<file path="src/rtl/cpu_seq_ctrl.sv">
// Multi-cycle IF/ID/EX/MEM/WB sequencer with data-memory handshake and timeout.
// Define CPU_SEQ_INSTR_COUNT_EN to build the retired-instruction counter.
module cpu_seq_ctrl #(
    parameter int MEM_TIMEOUT = 15,
    parameter int CNT_W       = 32
) (
    input  logic             clk,
    input  logic             rst,
    input  logic             run,
    input  logic             step,
    input  logic [5:0]       op,
    input  logic             mem_ack,
    output logic             fetch_en,
    output logic             decode_en,
    output logic             alu_en,
    output logic             mem_req,
    output logic             mem_we,
    output logic             wb_en,
    output logic             pc_en,
    output logic [2:0]       state,
    output logic             halted,
    output logic             err,
    output logic [CNT_W-1:0] instr_cnt
);

    typedef enum logic [2:0] {
        S_IDLE = 3'd0,
        S_IF   = 3'd1,
        S_ID   = 3'd2,
        S_EX   = 3'd3,
        S_MEM  = 3'd4,
        S_WB   = 3'd5,
        S_HALT = 3'd6,
        S_ERR  = 3'd7
    } state_t;

    localparam logic [5:0] OP_LW   = 6'b100011;
    localparam logic [5:0] OP_SW   = 6'b101011;
    localparam logic [5:0] OP_BEQ  = 6'b000100;
    localparam logic [5:0] OP_J    = 6'b000010;
    localparam logic [5:0] OP_HALT = 6'b111111;

    // last count value before expiry; the counter starts at 0 in the first MEM cycle
    localparam logic [7:0] TMO_LAST = 8'(MEM_TIMEOUT - 1);

    state_t     st, st_nx, ret_st;
    logic [5:0] op_q;
    logic [7:0] tmo_q, tmo_nx;
    logic       is_lw, is_sw, no_wb;

    assign is_lw  = (op_q == OP_LW);
    assign is_sw  = (op_q == OP_SW);
    assign no_wb  = (op_q == OP_BEQ) || (op_q == OP_J);
    assign ret_st = run ? S_IF : S_IDLE;

    always_ff @(posedge clk or negedge rst) begin
        if (!rst) begin
            st    <= S_IDLE;
            op_q  <= '0;
            tmo_q <= '0;
        end else begin
            st    <= st_nx;
            tmo_q <= tmo_nx;
            if (st == S_ID) op_q <= op;
        end
    end

    always_comb begin
        st_nx     = st;
        tmo_nx    = '0;
        fetch_en  = 1'b0;
        decode_en = 1'b0;
        alu_en    = 1'b0;
        mem_req   = 1'b0;
        mem_we    = 1'b0;
        wb_en     = 1'b0;
        pc_en     = 1'b0;
        unique case (st)
            S_IDLE: if (run || step) st_nx = S_IF;
            S_IF: begin
                fetch_en = 1'b1;
                st_nx    = S_ID;
            end
            S_ID: begin
                decode_en = 1'b1;
                st_nx     = (op == OP_HALT) ? S_HALT : S_EX;
            end
            S_EX: begin
                alu_en = 1'b1;
                st_nx  = (is_lw || is_sw) ? S_MEM : S_WB;
            end
            S_MEM: begin
                mem_req = 1'b1;
                mem_we  = is_sw;
                // an ack in the expiry cycle still completes the access
                if (mem_ack) begin
                    if (is_sw) begin
                        pc_en = 1'b1;
                        st_nx = ret_st;
                    end else begin
                        st_nx = S_WB;
                    end
                end else if (tmo_q == TMO_LAST) begin
                    st_nx = S_ERR;
                end else begin
                    tmo_nx = tmo_q + 8'd1;
                end
            end
            S_WB: begin
                pc_en = 1'b1;
                wb_en = !no_wb;
                st_nx = ret_st;
            end
            S_HALT: st_nx = S_HALT;
            S_ERR:  st_nx = S_ERR;
        endcase
    end

    assign state  = st;
    assign halted = (st == S_HALT);
    assign err    = (st == S_ERR);

`ifdef CPU_SEQ_INSTR_COUNT_EN
    logic [CNT_W-1:0] cnt_q;

    always_ff @(posedge clk or negedge rst) begin
        if (!rst)       cnt_q <= '0;
        else if (pc_en) cnt_q <= cnt_q + 1'b1;
    end

    assign instr_cnt = cnt_q;
`else
    assign instr_cnt = '0;
`endif

endmodule

</file>
<file path="config.mk">
export PLATFORM = sky130hd
export DESIGN_NAME = cpu_seq_ctrl
export DESIGN_NICKNAME = d
export VERILOG_FILES = /design/src/rtl/cpu_seq_ctrl.sv
export SDC_FILE = /design/constraint.sdc
export NUM_CORES = 1
export LEC_CHECK = 0
export BUFFER_PORTS_ARGS = -buffer_cell sky130_fd_sc_hd__buf_4
export CORE_MARGIN = 8
export CORE_UTILIZATION = 41
export DETAILED_ROUTE_END_ITERATION = 16
export PLACE_DENSITY = 0.75
export SETUP_SLACK_MARGIN = 0.05
export SKIP_LAST_GASP = 1
export SYNTH_ARGS = -nofsm -noshare
export SYNTH_HDL_FRONTEND = slang
export SYNTH_SLANG_ARGS = --single-unit
</file>
<file path="constraint.sdc">
create_clock -name clk -period 1.64 [get_ports clk]
set_input_delay 0.328 -clock clk [delete_from_list [all_inputs] [get_ports clk]]
set_output_delay 0.328 -clock clk [all_outputs]
set_load 0.01 [all_outputs]
</file>
==> impl_metrics.py <==
metrics = {
    "sta": {
        "fin_ws_ps": -93.02,
        "setup_violations": 10,
        "slew_viol_final": 0,
        "period_share_pct": 105.7,
        "hold_viol_final": 0,
        "skew_ps": 1.981,
        "setup_tns_ps": -230.2,
        "rsz0062_at_grt": "yes",
        "finalCriticalPeriod_ps": 1733,
        "maxClockFrequency_mhz": 577.0,
        "whs_ps": 278.5,
    },
    "clocking": {
        "insertion_delay_ps": 290,
        "clkSlewWorstSetupHoldPaths_ps": 90,
        "cts_tree": "yes",
        "numCtsBuffers": 3,
        "clkSinkCount": 17,
        "root_buffer": "clkbuf_4",
        "cts_buffer_depth": 2,
        "htreeDepth": 1,
    },
    "worst_setup_path": {
        "cp_slowest_cell": "dfrtp_1",
        "crit_chain": "nor2b_4 -> and4_1 -> o211a_1 -> buf_6",
        "crit_type": "flop to output pin",
        "start_kind": "flop",
        "worstPathArrival_ps": 1410,
        "r2r-end": "state[0]",
        "slowest_delay_ps": 430,
        "reg2reg_setup_slack_ps": -20,
        "critPathRequiredTime_ps": 1310,
        "crit_buf_inv": 1,
        "worst_setup_path_end_kind": "output pin",
        "reg2regPathDepth": 6,
        "cp_max_fo": 3,
        "r2r_start": "tmo_q[0]",
        "cpLargestDelayFamily": "flip-flops",
        "cp.depth": 4,
    },
    "route": {
        "drt-initial-drc-count": 64,
        "wl_met3_um": 248,
        "met2_length_um": 1539,
        "ant_nets": 0,
        "highest_layer": "met4",
        "m1WireLength_um": 951,
        "drc": 0,
        "finalWirelength_um": 2798,
        "vias": 941,
        "wl_per_cell_um": 13.99,
        "routed_via_density": 4.705,
        "dr.pass1.iters": 4,
    },
    "global_routing": {
        "track_usage_pct": 11.03,
        "grt_max_degree": 18,
        "grt_overflow_total": 0,
        "grt_pass1_wl_um": 4498,
        "grt_pass1_vias": 1002,
        "antenna_found_initial": 0,
    },
    "power_and_ir_drop": {
        "peakVddDrop_mv": 0.4850,
        "p_leak_nw": 0.7898,
        "power.density_nw_per_um2": 462.8,
        "power_mw": 0.7087,
    },
    "floorplan": {
        "start_util_pct": 43.02,
        "die_h_um": 69.56,
        "die_area_um2": 4839,
        "chipWidth_um": 69.56,
        "core-area_um2": 2734,
        "ios": 55,
        "placementRows": 19,
    },
    "yosys": {
        "ys_types": 36,
        "syn_inst": 123,
        "ys_warn_count": 0,
        "yosysTopAreaCell": "dfrtp_1",
        "ys.flop_type": "dfrtp_1",
        "synth-async-reset-ratio_pct": 100.0,
        "synth_area_um2": 1176,
        "synth.top_cell.area_share_pct": 36.17,
        "ys_ff_latch": 17,
        "syn_avg_cell_area_um2": 9.562,
        "ys_seq_area_share_pct": 36.17,
        "netlist_top_cells_area": "dfrtp_1 36%, buf_4 20%, mux2_2 5.7%",
        "synth_edf_count": 0,
    },
    "min_path": {
        "hold_depth": 2,
        "hp-start": "op[0]",
        "min_to": "op_q[0]",
        "hp-class": "input port to flop",
    },
    "job": {
        "drv_cap": 0,
    },
    "placement": {
        "hpwl_um": 2073,
        "io_buffers": 22,
        "place_congestion": 0.7758,
        "dpl_cell_area_um2": 1303,
    },
    "final_layout": {
        "final_cell_mix": "37 x buf_4, 32 x conb_1, 14 x dfrtp_1, 12 x nor2_1, 8 x nand2_1",
        "drive_gt1_share_pct": 40.83,
        "final_cell_area_um2": 1531,
        "diodes": 0,
        "area_growth_pct": 30.21,
        "nets": 183,
        "layout_commonest_cell": "buf_4",
        "fillers": 248,
    },
    "run_status": {
        "violations": "negative setup slack",
        "outcome": "finished, violations left",
    },
}
cells by family after synthesis:
| family | synth area share (%) |
|---|---|
| flip-flops | 36.17 |
| other | 0.3188 |
| AND/OR/NAND/NOR | 19.47 |
| buffers and inverters | 22.45 |
| multiplexers | 5.744 |
| adder cells (fa/ha/maj) | 2.127 |
| XOR/XNOR | 5.213 |
| AO/OA/AOI/OAI | 8.512 |
flip-flops by register name, summed over array words and instances, names as in the netlist:
signal and cells:
tmo_q 8, op_q 6, state 3
power breakdown:
group	leakage, nW	total [mW]	internal [mW]	switching [mW]
sequential	0.221	0.419	0.419	0
combinational	0.554	0.0696	0.0182	0.0515
clock	0.0150	0.220	0.0946	0.126
total	0.790	0.709	0.531	0.177
synth_stat cells, types with 2 or more instances:
| cell type | number |
|---|---|
| ha_1 | 2 |
| nand2b_1 | 3 |
| nand4_1 | 3 |
| buf_4 | 32 |
| nand2_1 | 8 |
| clkbuf_1 | 2 |
| mux2_2 | 6 |
| nor2_1 | 13 |
| o21ai_0 | 2 |
| inv_1 | 3 |
| a21oi_1 | 2 |
| and4_1 | 2 |
| dfrtp_1 | 17 |
| xor2_1 | 6 |
layer usage:
metal  GRT usage, %  vias to the layer above
met5              0                        -
met4          6.378                        0
met3          4.864                        7
met2          19.47                       36
met1          10.27                      455
li1               -                      443
how the worst max path moves through the flow:
stage	from	endpoint	slack, ps
2_1_floorplan	tmo_q[0]	state[0]	-60
3_3_place_gp	tmo_q[0]	tmo_q[5]	30
3_5_place_dp	tmo_q[0]	tmo_q[3]	-20
4_1_cts	op_q[3]	pc_en	-80
5_1_grt	op_q[3]	pc_en	-160
6_report	op_q[3]	pc_en	-90
worst register-to-register path, cell delays in order (launching register included):
cell	delay (ps)
dfrtp_1	390
inv_1	60
ha_1	130
or4b_4	470
o311ai_4	270
nand2_2	110
a31oi_2	150
final cells by class:
cell class                      instances  area (µm²)  share of cell area [%]
Inverter                                3       13.76                  0.8987
Clock buffer                            4       26.28                   1.716
Timing Repair Buffer                   46       372.9                   24.35
Tap cell                               31       38.79                   2.533
Sequential cell                        17       429.2                   28.02
Multi-Input combinational cell         99       650.6                   42.48
per-stage QoR:
stage	std cells	setup WS, ps	util [%]
2_1_floorplan	154	-56.16	-
3_3_place_gp	179	32.11	47.64
3_5_place_dp	179	-15.12	47.64
4_1_cts	189	-82.28	51.53
5_1_grt	200	-158.2	56.02
6_report	200	-93.02	56.02
timing repair:
action | in CTS | in global routing
endpoints found under the hold margin | 17 | 0
resized for setup | 8 | 11
buffers inserted | 5 | 11
hold buffers | 1 | 0
pin swaps | 2 | 2
setup endpoints to repair | 17 | 19
(Power assumes the default switching activity.)
